===== config.mk =====
export PLATFORM = sky130hd
export DESIGN_NAME = digit_serial_sub
export DESIGN_NICKNAME = d
export VERILOG_FILES = /design/src/rtl/sub_pkg.sv /design/src/rtl/sub_digit.sv /design/src/rtl/digit_serial_sub.sv
export SDC_FILE = /design/constraint.sdc
export NUM_CORES = 1
export LEC_CHECK = 0
export BUFFER_PORTS_ARGS = -buffer_cell sky130_fd_sc_hd__buf_2
export CAP_MARGIN = 20
export CORE_MARGIN = 3
export CORE_UTILIZATION = 40
export DETAILED_ROUTE_END_ITERATION = 8
export PLACE_DENSITY_LB_ADDON = 0.15
export SLEW_MARGIN = 10
export SYNTH_ARGS = -nofsm -noshare
export SYNTH_HDL_FRONTEND = slang
export SYNTH_HIERARCHICAL = 1
export SYNTH_SLANG_ARGS = --single-unit

===== constraint.sdc =====
create_clock -name clk -period 6 [get_ports clk]
set_input_delay 0 -clock clk [delete_from_list [all_inputs] [get_ports clk]]
set_output_delay 0 -clock clk [all_outputs]
set_load 0.01 [all_outputs]

===== src/rtl/sub_pkg.sv =====
// Shared types and helpers for the digit-serial subtractor.
// State encoding and the counter-width helper live here so the top and any
// checker bound to it agree on one definition.
package sub_pkg;

    // Control states: waiting for operands, rippling digits, holding the result.
    typedef enum logic [1:0] {
        IDLE = 2'd0,
        RUN  = 2'd1,
        DONE = 2'd2
    } state_e;

    // Width of a counter that indexes ndig digits; never narrower than one bit
    // so a single-digit configuration still has a legal register.
    function automatic int cnt_width(input int ndig);
        return (ndig > 1) ? $clog2(ndig) : 1;
    endfunction

endpackage


===== src/rtl/sub_digit.sv =====
// One DIGIT-bit slice of the subtractor: a plain ripple chain of
// full-subtractor cells. Borrow enters at bit 0 and leaves from the MSB cell.
module sub_digit #(
    parameter int DIGIT = 4
) (
    input  logic [DIGIT-1:0] x,
    input  logic [DIGIT-1:0] y,
    input  logic             bi,
    output logic [DIGIT-1:0] d,
    output logic             bo
);

    // br[i] is the borrow into cell i; br[DIGIT] is the borrow out of the slice.
    logic [DIGIT:0] br;

    assign br[0] = bi;

    for (genvar i = 0; i < DIGIT; i++) begin : g_cell
        // Full subtractor: difference is the three-way XOR; borrow when the
        // subtrahend bit (plus incoming borrow) exceeds the minuend bit.
        assign d[i]    = x[i] ^ y[i] ^ br[i];
        assign br[i+1] = (~x[i] & y[i]) | (~(x[i] ^ y[i]) & br[i]);
    end

    assign bo = br[DIGIT];

endmodule


===== src/rtl/digit_serial_sub.sv =====
// Digit-serial subtractor: diff = a - b - bin over WIDTH bits, DIGIT bits per
// clock, LSB digit first, with the inter-digit borrow held in a register.
// Operands arrive and results leave over valid/ready handshakes.
//
// Handshake rule (both sides): a transfer happens on a rising edge where
// valid and ready are both high. in_ready is high only in IDLE; out_valid is
// high only in DONE, and diff/bout do not change while out_valid waits.
//
// Optional build macro DIGIT_SERIAL_SUB_OVF_EN adds an ovf output carrying the
// signed two's-complement overflow of the subtraction, valid with out_valid.
module digit_serial_sub
    import sub_pkg::*;
#(
    parameter int WIDTH = 16,
    parameter int DIGIT = 4
) (
    input  logic             clk,
    input  logic             rst_n,
    input  logic             in_valid,
    output logic             in_ready,
    input  logic [WIDTH-1:0] a,
    input  logic [WIDTH-1:0] b,
    input  logic             bin,
    output logic             out_valid,
    input  logic             out_ready,
    output logic [WIDTH-1:0] diff,
    output logic             bout
`ifdef DIGIT_SERIAL_SUB_OVF_EN
    ,
    output logic             ovf
`endif
);

    localparam int NDIG  = WIDTH / DIGIT;
    localparam int CNT_W = cnt_width(NDIG);

    // Refuse to build a configuration whose digits do not tile the operand.
    if (WIDTH < 1 || DIGIT < 1 || (WIDTH % DIGIT) != 0) begin : g_bad_cfg
        $error("digit_serial_sub: DIGIT (%0d) must divide WIDTH (%0d)", DIGIT, WIDTH);
    end

    state_e             state_q, state_d;
    logic [CNT_W-1:0]   cnt_q, cnt_d;
    logic [WIDTH-1:0]   a_q, a_d;
    logic [WIDTH-1:0]   b_q, b_d;
    logic [WIDTH-1:0]   diff_q, diff_d;
    logic               borrow_q, borrow_d;
    logic               bout_q, bout_d;
`ifdef DIGIT_SERIAL_SUB_OVF_EN
    logic               a_msb_q, a_msb_d;
    logic               b_msb_q, b_msb_d;
    logic               ovf_q, ovf_d;
`endif

    logic [DIGIT-1:0]   dig_res;
    logic               dig_bo;
    logic               accept;
    logic               last_dig;

    // The low digit of each shift register is always the one being worked on.
    sub_digit #(
        .DIGIT (DIGIT)
    ) u_digit (
        .x  (a_q[DIGIT-1:0]),
        .y  (b_q[DIGIT-1:0]),
        .bi (borrow_q),
        .d  (dig_res),
        .bo (dig_bo)
    );

    assign accept   = (state_q == IDLE) && in_valid;
    assign last_dig = (cnt_q == CNT_W'(NDIG - 1));

    // State register.
    always_ff @(posedge clk or negedge rst_n) begin
        if (!rst_n) begin
            state_q <= IDLE;
        end else begin
            state_q <= state_d;
        end
    end

    // Next state: accept in IDLE, leave RUN after the last digit, release on
    // the output handshake. No re-accept in the same cycle as the release.
    always_comb begin
        state_d = state_q;
        case (state_q)
            IDLE:    if (in_valid)  state_d = RUN;
            RUN:     if (last_dig)  state_d = DONE;
            DONE:    if (out_ready) state_d = IDLE;
            default:                state_d = IDLE;
        endcase
    end

    // Handshake outputs decoded straight from the state.
    always_comb begin
        in_ready  = (state_q == IDLE);
        out_valid = (state_q == DONE);
    end

    // Datapath next values: load on accept, shift one digit per RUN cycle,
    // otherwise hold so the result stays put through DONE and after it.
    always_comb begin
        cnt_d    = cnt_q;
        a_d      = a_q;
        b_d      = b_q;
        diff_d   = diff_q;
        borrow_d = borrow_q;
        bout_d   = bout_q;
`ifdef DIGIT_SERIAL_SUB_OVF_EN
        a_msb_d  = a_msb_q;
        b_msb_d  = b_msb_q;
        ovf_d    = ovf_q;
`endif
        if (accept) begin
            a_d      = a;
            b_d      = b;
            borrow_d = bin;
            cnt_d    = '0;
`ifdef DIGIT_SERIAL_SUB_OVF_EN
            a_msb_d  = a[WIDTH-1];
            b_msb_d  = b[WIDTH-1];
`endif
        end else if (state_q == RUN) begin
            borrow_d = dig_bo;
            a_d      = a_q >> DIGIT;
            b_d      = b_q >> DIGIT;
            // New digit enters at the top; after NDIG shifts digit 0 sits at the bottom.
            diff_d   = (diff_q >> DIGIT) | (WIDTH'(dig_res) << (WIDTH - DIGIT));
            cnt_d    = last_dig ? '0 : cnt_q + 1'b1;
            if (last_dig) begin
                bout_d = dig_bo;
`ifdef DIGIT_SERIAL_SUB_OVF_EN
                // The last digit's MSB is the result's sign bit.
                ovf_d  = (a_msb_q != b_msb_q) && (dig_res[DIGIT-1] != a_msb_q);
`endif
            end
        end
    end

    // Datapath registers; reset discards any in-flight result.
    always_ff @(posedge clk or negedge rst_n) begin
        if (!rst_n) begin
            cnt_q    <= '0;
            a_q      <= '0;
            b_q      <= '0;
            diff_q   <= '0;
            borrow_q <= 1'b0;
            bout_q   <= 1'b0;
`ifdef DIGIT_SERIAL_SUB_OVF_EN
            a_msb_q  <= 1'b0;
            b_msb_q  <= 1'b0;
            ovf_q    <= 1'b0;
`endif
        end else begin
            cnt_q    <= cnt_d;
            a_q      <= a_d;
            b_q      <= b_d;
            diff_q   <= diff_d;
            borrow_q <= borrow_d;
            bout_q   <= bout_d;
`ifdef DIGIT_SERIAL_SUB_OVF_EN
            a_msb_q  <= a_msb_d;
            b_msb_q  <= b_msb_d;
            ovf_q    <= ovf_d;
`endif
        end
    end

    assign diff = diff_q;
    assign bout = bout_q;
`ifdef DIGIT_SERIAL_SUB_OVF_EN
    assign ovf  = ovf_q;
`endif

endmodule


# Word-level counts from Yosys, hierarchy flattened
# Index checks and enable logic that the tools add are counted.
op_classes:
  n_bitwise: 30
  reduce_logical: 6
  eq_ne: 6
  add_sub_neg: 1
  mux: 13
ops:
  columns: ["operator", "count"]
  rows:
  - ["2-to-1 mux 16 bit", 4]
  - ["bitwise OR 12 x 16 -> 16 bit", 1]
  - ["2-to-1 mux 2 bit", 6]
  - ["inverter 1 bit", 9]
  - ["AND 1 bit", 8]
  - ["bitwise XOR 1 bit", 8]
  - ["case mux 2 bit (3 select lines)", 1]
  - ["AND reduction 3 bit", 2]
  - ["equality test 2 bit (second input constant)", 2]
  - ["!= test 2 bit (second input constant)", 2]
  - ["bitwise OR 1 bit", 4]
  - ["adder 2 x 1 -> 2 bit (second input constant)", 1]
  - ["equality test 2 x 1 -> 1 bit (second input constant)", 1]
  - ["zero test 2 bit", 1]
  - ["2-to-1 mux 1 bit", 2]
  - ["!= test 2 x 1 -> 1 bit (second input constant)", 1]
  - ["AND reduction 2 bit", 1]
  - ["nonzero test 2 bit", 1]
  - ["logical AND 1 bit", 1]
totals:
  output_inout_bits: 19
  regBits: 54
  in_bits: 37

# Logic depth before layout (Yosys ltp)
# Gate-level depths: netlist of the first run.
depth:
  depth_word: 12
  mapped_depth: 9
  depth_no_buf: 9

# Hierarchy
# The synthesis of the first run kept the hierarchy.
by_module_without_submodules:
  columns: ["mod", "seq_area_each_um2", "instances", "cells_per_inst", "area_per_inst_um2"]
  rows:
  - ["digit_serial_sub", 1351.3, 1, 214, 2549.9]
  - ["sub_digit", 0.0, 1, 14, 117.6]

# Worst setup path before layout of the first run
# OpenSTA, ideal clock, no wires.
synth_timing:
  kind: "reg-to-reg"
  start: "reg b_q[0]"
  end: "reg diff_q[15] (netlist: diff[15])"
  stages_incl_launch_ff: 9
  setup_ns: 0.125
  t_arrival_ns: 2.060
  setup_slack_ns: 3.816
  cell_sequence: "dfrtp_1 -> inv_1 -> fa_1 -> inv_1 -> fa_1 -> fa_1 -> inv_1 -> fa_1 -> mux2_2"
synth_via:
  elab_chain_cells: 10
synth_lines:
  columns: ["element", "line", "rtl"]
  rows:
  - ["start, declared", "digit_serial_sub.sv:45", "logic [WIDTH-1:0] b_q, b_d;"]
  - ["start signal, assigned", "digit_serial_sub.sv:146", "b_q <= '0;"]
  - ["start signal, assigned", "digit_serial_sub.sv:158", "b_q <= b_d;"]
  - ["bitwise XOR 1 bit", "sub_digit.sv:22", "assign br[i+1] = (~x[i] & y[i]) | (~(x[i] ^ y[i]) & br[i]);"]
  - ["inverter 1 bit", "sub_digit.sv:22", null]
  - ["AND 1 bit", "sub_digit.sv:22", null]
  - ["bitwise OR 1 bit *", "sub_digit.sv:22", null]
  - ["AND 1 bit *", "sub_digit.sv:22", null]
  - ["bitwise OR 1 bit *", "sub_digit.sv:22", null]
  - ["AND 1 bit *", "sub_digit.sv:22", null]
  - ["bitwise OR 1 bit *", "sub_digit.sv:22", null]
  - ["bitwise XOR 1 bit *", "sub_digit.sv:21", "assign d[i] = x[i] ^ y[i] ^ br[i];"]
  - ["net dig_res[3]", "digit_serial_sub.sv:55", "logic [DIGIT-1:0] dig_res;"]
  - ["bitwise OR 12 x 16 -> 16 bit *", "digit_serial_sub.sv:129", "diff_d = (diff_q >> DIGIT) | (WIDTH'(dig_res) << (WIDTH - DIGIT));"]
  - ["end signal, assigned", "digit_serial_sub.sv:159", "diff_q <= diff_d;"]
  - ["end, declared", "digit_serial_sub.sv:46", "logic [WIDTH-1:0] diff_q, diff_d;"]
# Mark *: on every way through the listed nets, which the timed path passes. The rest lies on a longest branch.
# A chain may end at the register's enable or synchronous reset.

# Worst setup path in the final report of the first run
# Ends and elaborated chain as after synthesis.

==> reports/metrics.csv, run 1 <==
metric;value;unit
worstPathMaxFanout;2;
grt_first_pass_wirelength;9342;um
synthTopCellsByArea;dfrtp_1, nor4b_1, mux2_2;
synth_top_area_cell;dfrtp_1;
wl;5492;um
ys_ff_latch;54;
power.density;520.5;mW/mm2
area_growth;17.73;%
cts_setup_buffers;0;
synth-seq-area-share;50.66;%
io-pin-count;56;
start_util;41.54;%
finalSetupTns;0;ns
min_path_type;primary input to register;
rsz0062_at_grt;false;
relSlewSlack;54.12;%
rr_worst_depth;8;
yosys_warnings;6;
yosys-top-cells-count;dfrtp_1, inv_1, nor3b_1;
cts_max_level;2;
drc;0;
die_x;87.67;um
fp.coreArea;0.006422;mm2
fp.dieArea;0.007685;mm2
synthMostInstantiatedCell;dfrtp_1;
cts_sinks;54;
gp_congestion;0.7274;
drive_above_1_share;32.16;%
fp.dieH;87.67;um
cp-start-kind;register;
design_area;0.003141;mm2
final-max-slew-violation-count;0;
grt.total_usage;15.37;%
netlist_area;0.002668;mm2
grt_pass1_vias;1863;
fmax;444.4;MHz
rows;29;
root_buffer;clkbuf_8;
postSynthAreaPerCell;11.70;um2
synth_top_area_share;50.66;%
async_flop_share;100.0;%
drt.antenna.violating_nets;0;
crit_arrival;2.45;ns
setup_violations;0;
max-vdd-ir-drop;0.1883;mV
holdWs;0.04246;ns
min_to;b_q[4];
numCtsBuffers;5;
ys_types;26;
r2r_setup_slack;3.75;ns
overflow;0;
placed_cell_area;0.002962;mm2
leakage;0.001466;uW
skew;0.007247;ns
worstSetupEndpointType;register;
antenna_cells;0;
drt-pass1-iter-count;4;
r2r_end;diff[15];
hold_depth;3;
synth-edff-count;0;
cap_violations;0;
vias;1875;
outcome;complete, no violations;
period_needed;2.250;ns
min_period_over_period;37.50;%
finalHoldViolations;0;
portBuffers;55;
worstHoldStart;b[4];
grt_antenna_before_repair;0;
place_hpwl;3466;um
viasPerCell;5.208;
cts_tree;done;
wl_per_cell;15.26;um
clock_path_buffers;2;
clkTransAtPathRegs;0.10;ns
synth_ff_type;dfrtp_1;
crit_type;register to register;
final_nets;324;
synth.net_count;270;
synthCells;228;
required;6.20;ns
grt_max_degree;61;
clock_latency;0.31;ns
worstMarginPinSlew;0.6883;ns
drtIter0Drc;120;
timing.rr.start;b_q[0];
layout make-up:
| cell class | instances | area, um2 |
|---|---|---|
| fill | 600 | 3282 |
| clock buffer | 6 | 82.58 |
| tap | 77 | 96.34 |
| clock inverter | 2 | 16.27 |
| inverter | 33 | 123.9 |
| sequential | 54 | 1353 |
| timing repair buffer | 67 | 385.4 |
| multi-input combinational | 121 | 1084 |
through the flow:
step	util [%]	total power (uW)	setup slack, ns	std cells
4_1_cts	48.90	1661	3.747	360
2_1_floorplan	-	1241	3.816	228
3_5_place_dp	46.11	1433	3.755	344
3_3_place_gp	46.11	1416	3.776	344
5_1_grt	48.90	1783	3.650	360
6_report	48.90	1635	3.750	360
flip-flops by register name, summed over array words and instances, names as in the netlist:
signal and cells:
bout 1, cnt_q 2, state_q 2, borrow_q 1, a_q 16, b_q 16
diff 16
logic make-up after synthesis:
kind of cell               share of synthesized area [%]
AOI/OAI and AO/OA                                  11.77
muxes                                              7.176
and+or+nand+nor                                    18.06
adders and majority gates                          3.471
buffers and inverters                              8.865
DFF                                                50.66
critical path, stage by stage (launching register included):
cell     delay [ns]
dfrtp_1        0.39
inv_1          0.08
fa_1           0.16
inv_1          0.04
fa_1           0.37
fa_1           0.36
inv_1          0.07
fa_1           0.39
mux2_2         0.27
cells in the final DEF, fill, tap and decap left out, drive strengths merged, types with 2 or more instances in the layout:
cell / n
inv: 34
or4b: 3
nor4bb: 2
nand2b: 4
nor4b: 22
dfrtp: 54
a22o: 8
fa: 4
a211oi: 22
mux2: 17
nor3b: 25
o221a: 3
nor2: 2
dlygate4sd3: 8
a211o: 2
clkbuf: 6
buf: 59
worst max path at each step:
| stage | startpoint | end | slack (ns) | cells after the start |
|---|---|---|---|---|
| final | b_q[0] | diff[15] | 3.75 | 8 |
| after global routing | b_q[0] | diff[15] | 3.65 | 8 |
| after CTS | b_q[0] | diff[15] | 3.75 | 8 |
| after detailed placement | b_q[0] | diff[15] | 3.76 | 8 |
| after global placement | b_q[0] | diff[15] | 3.78 | 8 |
| after floorplan | b_q[0] | diff[15] | 3.82 | 8 |
routing by layer:
layer / wire, um / global-route usage, % / share of wire, %
met2: 2357 / 23.56 / 43
met3: 288 / 3.575 / 5.2
met5: 0 / 0 / 0
met1: 2784 / 21.90 / 51
met4: 61 / 4.184 / 1.1
where the power goes:
group	internal (uW)	switching, uW
registers	546	103
clock network	95.2	123
logic	372	396
repair_timing:
item	CTS	global route
resized for setup	0	0
hold buffers	8	0
hold endpoints to repair	61	0
Power figures use the tool's default switching activity.
==> inputs of run 2 (changes only) <==
- ABC_AREA: not set -> 1
- clock period: 6 -> 2.2 ns (I/O delays scaled with it)
==> run 2 against run 1 <==
  * First-iteration DRC count decreased by 53%
  * Design area increased by 2.4%
  * Critical path depth increased by 1
  * Register-to-register slack got worse by 3.6 ns
  * Critical endpoint unchanged
  * Largest cell class unchanged
  * Non-clock buffer count increased by 32
  * Largest power group unchanged
==> reports/metrics.csv, run 2 <==
metric;value;unit;change
grt-busiest-layer;met2;;unchanged
grt.total_usage;16.53;%;was 15.37%
synthSimpleGateAreaFrac;28.48;%;was 18.06%
critical-path-top-delay-family;adder cells;;unchanged
overflow;0;;unchanged
rows;27;;was 29
io-pin-count;56;;unchanged
synth_top_area_cell;dfrtp_1;;unchanged
crit_cells;9;;was 8
synth_top_area_share;56.96;%;was 50.66%
critPathBufInv;3;;unchanged
cap_violations;0;;unchanged
pwr-share-clk;18.7;%;was 13.3%
grt_pass1_vias;2118;;was 1863
use_met2;28.86;%;was 23.56%
finalHoldViolations;0;;unchanged
min_period_over_period;93.88;%;was 37.50%
grt_antenna_before_repair;0;;unchanged
synth_compound_area_share;4.008;%;was 11.77%
cts_tree;done;;unchanged
postSynthAreaPerCell;8.786;um2;was 11.70 um2
finalSetupTns;0;ns;unchanged
max-vdd-ir-drop;0.5200;mV;was 0.1883 mV
cp-start-kind;register;;unchanged
seqPwrFrac;40.2;%;was 39.7%
outcome;complete, no violations;;unchanged
synth.net_count;312;;was 270
crit_type;register to register;;unchanged
vias;2040;;was 1875
crit_arrival;2.28;ns;was 2.45 ns
period_needed;2.065;ns;was 2.250 ns
drc;0;;unchanged
relSlewSlack;69.81;%;was 54.12%
r2r_setup_slack;0.13;ns;was 3.75 ns
synthCells;270;;was 228
gr-usage-met1;19.96;%;was 21.90%
viasPerCell;4.700;;was 5.208
drtIter0Drc;56;;was 120
wl;5300;um;was 5492 um
rsz0062_at_grt;false;;unchanged
drt-pass1-iter-count;4;;unchanged
layout_common_cells;nand2_1, nand3_1, buf_2, dfrtp_1, dlygate4sd3_1;;was buf_2, dfrtp_1, inv_1, nor3b_1
p_int;2546;uW;was 1013 uW
fp.dieH;83.01;um;was 87.67 um
root_buffer;clkbuf_8;;unchanged
synth_fa_ha_area_share;3.903;%;was 3.471%
worstSetupEndpointType;register;;unchanged
synthTopCellsByArea;dfrtp_1, nand2_1, nand3_1;;was dfrtp_1, nor4b_1, mux2_2
crit_path_cell_trace;inv_1 -> fa_1 -> inv_1 -> fa_1 -> fa_2 -> inv_1 -> fa_1 -> nand2_1 -> nand2_1;;was inv_1 -> fa_1 -> inv_1 -> fa_1 -> fa_1 -> inv_1 -> fa_1 -> mux2_2
final_nets;403;;was 324
drt.antenna.violating_nets;0;;unchanged
worstMarginPinSlew;0.4518;ns;was 0.6883 ns
area_growth;35.60;%;was 17.73%
synth_mux_area_share;0;%;was 7.176%
power_switching;1611;uW;was 621.3 uW
portBuffers;55;;unchanged
layout_commonest_cell;nand2_1;;was buf_2
place_hpwl;3440;um;was 3466 um
synth-seq-area-share;56.96;%;was 50.66%
gp_congestion;0.7157;;was 0.7274
wl_per_cell;12.21;um;was 15.26 um
drive_above_1_share;21.55;%;was 32.16%
ys_ff_latch;54;;unchanged
skew;0.006483;ns;was 0.007247 ns
yosys-top-cells-count;nand2_1, nand3_1, dfrtp_1;;was dfrtp_1, inv_1, nor3b_1
synth_ff_type;dfrtp_1;;unchanged
async_flop_share;100.0;%;unchanged
cts_max_level;2;;unchanged
placed_cell_area;0.002711;mm2;was 0.002962 mm2
fp.coreArea;0.005608;mm2;was 0.006422 mm2
power.density;1292;mW/mm2;was 520.5 mW/mm2
die_x;83.01;um;was 87.67 um
leakage;0.001673;uW;was 0.001466 uW
min_path_type;primary input to asynchronous set/reset pin;;was primary input to register
combPwrFrac;41.0;%;was 46.9%
clkTransAtPathRegs;0.10;ns;about the same
worstPathMaxFanout;2;;unchanged
required;2.41;ns;was 6.20 ns
rr_worst_depth;9;;was 8
cts_sinks;54;;unchanged
yosys_warnings;6;;unchanged
start_util;42.30;%;was 41.54%
synth_top_family_by_area;simple AND/OR/NAND/NOR gates;;unchanged
grt_max_degree;36;;was 61
grt_first_pass_wirelength;9287;um;was 9342 um
ys_types;17;;was 26
fp.dieArea;0.006891;mm2;was 0.007685 mm2
numCtsBuffers;5;;unchanged
clock_path_buffers;2;;unchanged
clock_latency;0.31;ns;about the same
critPathSlowestCell;fa_1;;was dfrtp_1
netlist_area;0.002372;mm2;was 0.002668 mm2
nFillCells;543;;was 600
design_area;0.003217;mm2;was 0.003141 mm2
synth-edff-count;0;;unchanged
fmax;484.2;MHz;was 444.4 MHz
antenna_cells;0;;unchanged
synth_xor_xnor_area_share;0;%;unchanged
setup_violations;0;;unchanged
max_stage_delay;0.40;ns;was 0.39 ns
synthMostInstantiatedCell;nand2_1;;was dfrtp_1
swShare;38.76;%;was 38.01%
final-max-slew-violation-count;0;;unchanged
grtUsageMet3;3.869;%;was 3.575%
[run 2: final cells by class]
class	instances	area [um2]	area share, %
flip-flops and latches	54	1351	42.01
multi-input cells	180	865.8	26.92
repair buffers	99	693.2	21.55
well taps	72	90.09	2.800
inverters	21	78.83	2.450
clock buffers	5	68.82	2.139
clock inverters	3	68.82	2.139
[run 2: repair_timing]
item	in CTS	in global routing
endpoints found under the hold margin	63	0
resized for setup	0	1
hold buffers	35	0
endpoints found under the setup margin	0	1
buffers inserted	0	2
[run 2: metrics by stage]
stage               setup slack (ns)  util, %  hold slack, ns  std cells  power [uW]
global placement              0.1143    48.35        -0.05335        389        3329
CTS                          0.07884    57.05          0.1348        432        4199
finish                        0.1347    57.36          0.1288        434        4157
detailed placement           0.09723    48.35        -0.05490        389        3362
global route                 0.02292    57.36          0.1564        434        4586
floorplan                     0.1687        -         -0.2956        270        2876
[run 2: power groups by stage]
stage	clock [uW]	combinational, uW	sequential (uW)
after floorplan	0	1150	1720
after CTS	802	1720	1680
after global placement	0	1640	1690
after detailed placement	0	1660	1700
after global routing	843	2010	1730
final	779	1710	1670
[run 2: final timing paths]
kind	start	endpoint
worst max-delay path	b_q[0]	diff[15]
worst min-delay path	rst_n	diff[1]
worst max register to register	b_q[0]	diff[15]
worst min register to register	a_q[15]	a_q[15]
max in group asynchronous	rst_n	b_q[12]
min in group clk	in_valid	state_q[0]
[run 2: routing by layer]
layer	share of wire, %	vias to the layer above
li1	-	1041
met1	47	947
met2	47	44
met3	4.2	8
met4	1.7	0
met5	0	-
[run 2: cell families (layout without fill, tap and decap cells)]
logic type      count (synthesis)  count (layout)
simple gates                  157             157
buf+inv                        36             128
flops                          54              54
compound gates                 18              18
fa+ha+maj                       5               5
[run 2: worst reg2reg max path, cell delays in order, from the launching register on]
cell and delay, ns:
dfrtp_1 0.39, inv_1 0.08, fa_1 0.17, inv_1 0.05
fa_1 0.37, fa_2 0.33, inv_1 0.07, fa_1 0.40
nand2_1 0.08, nand2_1 0.05
==> inputs of run 3 (changes only) <==
- CELL_PAD_IN_SITES_DETAIL_PLACEMENT: not set -> 1
- CELL_PAD_IN_SITES_GLOBAL_PLACEMENT: not set -> 2
- CORE_UTILIZATION: 40 -> 30
- clock period: 2.2 -> 2.3 ns (I/O delays scaled with it)
==> run 3 against run 2 <==
  * Via count up 1.3%
  * Register-to-register slack better by 0.06 ns
  * Largest cell class unchanged
  * Routed wire length increased by 17%
  * Global-route usage shrank 1.4 points
  * Sequential power down 3%
  * Critical path type unchanged
  * Highest routed layer unchanged
==> reports/metrics.csv, run 3 (synthesis gave the netlist of run 2 again) <==
metric;value;unit;change
root_buffer;clkbuf_8;;unchanged
overflow;0;;unchanged
cts_setup_buffers;0;;unchanged
rsz0062_at_grt;false;;unchanged
worstPathMaxFanout;2;;unchanged
p_int;2231;uW;was 2546 uW
r2r_end;diff[15];;unchanged
finalSetupTns;0;ns;unchanged
power.density;1198;mW/mm2;was 1292 mW/mm2
pwr-share-clk;14.4;%;was 18.7%
max-vdd-ir-drop;0.4640;mV;was 0.5200 mV
leakage;0.001643;uW;was 0.001673 uW
critPathSlowestCell;fa_1;;unchanged
crit_type;register to register;;unchanged
layout_commonest_cell;nand2_1;;unchanged
drtIter0Drc;59;;was 56
viasPerCell;4.503;;was 4.700
crit_end;diff[15];;unchanged
cts_tree;done;;unchanged
max_stage_delay;0.40;ns;about the same
gp_congestion;0.7241;;was 0.7157
worstSetupEndpointType;register;;unchanged
crit_cells;9;;unchanged
timing.rr.start;b_q[0];;unchanged
place_hpwl;4078;um;was 3440 um
grt_pass1_vias;2168;;was 2118
finalHoldViolations;0;;unchanged
portBuffers;55;;unchanged
cp-start-kind;register;;unchanged
power_switching;1588;uW;was 1611 uW
r2r_setup_slack;0.19;ns;was 0.13 ns
fmax;474.3;MHz;was 484.2 MHz
critical-path-top-delay-family;adder cells;;unchanged
crit_path_cell_trace;inv_1 -> fa_1 -> inv_1 -> fa_1 -> fa_1 -> inv_1 -> fa_1 -> nand2_1 -> nand2_1;;was inv_1 -> fa_1 -> inv_1 -> fa_1 -> fa_2 -> inv_1 -> fa_1 -> nand2_1 -> nand2_1
drive_above_1_share;20.56;%;was 21.55%
drc;0;;unchanged
rr_worst_depth;9;;unchanged
wl;6191;um;was 5300 um
drt.antenna.violating_nets;0;;unchanged
final_nets;401;;was 403
outcome;complete, no violations;;unchanged
numCtsBuffers;5;;unchanged
antenna_cells;0;;unchanged
combPwrFrac;43.3;%;was 41.0%
vias;2067;;was 2040
io-pin-count;56;;unchanged
cap_violations;0;;unchanged
fp.dieArea;0.009011;mm2;was 0.006891 mm2
grt.total_usage;15.09;%;was 16.53%
placed_cell_area;0.002745;mm2;was 0.002711 mm2
clock_latency;0.31;ns;about the same
cts_hold_buffers;35;;unchanged
postCtsResizedCells;0;;unchanged
clkTransAtPathRegs;0.09;ns;was 0.10 ns
fp.dieH;94.93;um;was 83.01 um
fp.coreArea;0.007447;mm2;was 0.005608 mm2
drt-pass1-iter-count;4;;unchanged
final-max-slew-violation-count;0;;unchanged
crit_path_start;b_q[0];;unchanged
setup_violations;0;;unchanged
wl_per_cell;13.49;um;was 12.21 um
area_growth;34.34;%;was 35.60%
grt_first_pass_wirelength;10510;um;was 9287 um
swShare;41.58;%;was 38.76%
min_path_type;primary input to asynchronous set/reset pin;;unchanged
cts_sinks;54;;unchanged
start_util;31.85;%;was 42.30%
relSlewSlack;40.46;%;was 69.81%
grt_max_degree;36;;unchanged
layout_common_cells;nand2_1, nand3_1, buf_2, dfrtp_1, dlygate4sd3_1;;unchanged
seqPwrFrac;42.3;%;was 40.2%
required;2.50;ns;was 2.41 ns
path_common_cell;fa_1;;
clock_path_buffers;2;;unchanged
die_x;94.93;um;was 83.01 um
worstMarginPinSlew;0.8930;ns;was 0.4518 ns
rows;31;;was 27
grt_antenna_before_repair;0;;unchanged
cts_max_level;2;;unchanged
period_needed;2.108;ns;was 2.065 ns
design_area;0.003187;mm2;was 0.003217 mm2
crit_arrival;2.31;ns;was 2.28 ns
skew;0.003924;ns;was 0.006483 ns
min_period_over_period;91.67;%;was 93.88%
critPathBufInv;3;;unchanged
## run 3: cell types whose count changed in the layout (fill, tap and decap cells not counted), sizes merged
cell / before / now
buf: 64 / 62
bufinv: 2 / 0
clkbuf: 5 / 7
## run 3: how the worst min path moves through the flow
| stage | startpoint | end | cells past startpoint |
|---|---|---|---|
| after floorplan | rst_n | a_q[0] | 0 |
| after global placement | rst_n | diff[6] | 1 |
| after detailed placement | rst_n | diff[6] | 1 |
| after CTS | rst_n | b_q[9] | 2 |
| after global routing | rst_n | diff[6] | 2 |
| final | rst_n | diff[6] | 2 |
## run 3: per-layer routing
layer	GRT usage, %	vias up	part of all wire, %
met5	0	-	0
met4	4.688	0	1.3
met1	18.99	988	45
li1	-	1038	-
met2	26.19	34	50
met3	2.789	7	3.4
## run 3: metrics by stage
step                hold slack, ns  instances  utilization [%]  power (uW)  setup WS, ns
finish                      0.1536        459            42.79        3819        0.1916
global route                0.2052        459            42.79        4241       0.07641
CTS                         0.1609        459            42.79        3908        0.1670
detailed placement        -0.02916        416            36.86        3302        0.1854
global placement          -0.03138        416            36.86        3255        0.2144
floorplan                  -0.2956        270                -        2751        0.2687
## run 3: power groups by stage
stage	logic (uW)	clock network, uW	registers [uW]
after CTS	1710	575	1620
after global routing	1960	601	1680
final	1650	549	1620
after floorplan	1100	0	1650
after global placement	1630	0	1620
after detailed placement	1660	0	1640
## run 3: final cells by class
cell class	instances	area, um2
Clock buffer	7	86.33
Clock inverter	1	5.005
Fill cell	908	4260
Inverter	21	78.83
Multi-Input combinational cell	180	863.3
Sequential cell	54	1351
Tap cell	99	123.9
Timing Repair Buffer	97	678.2
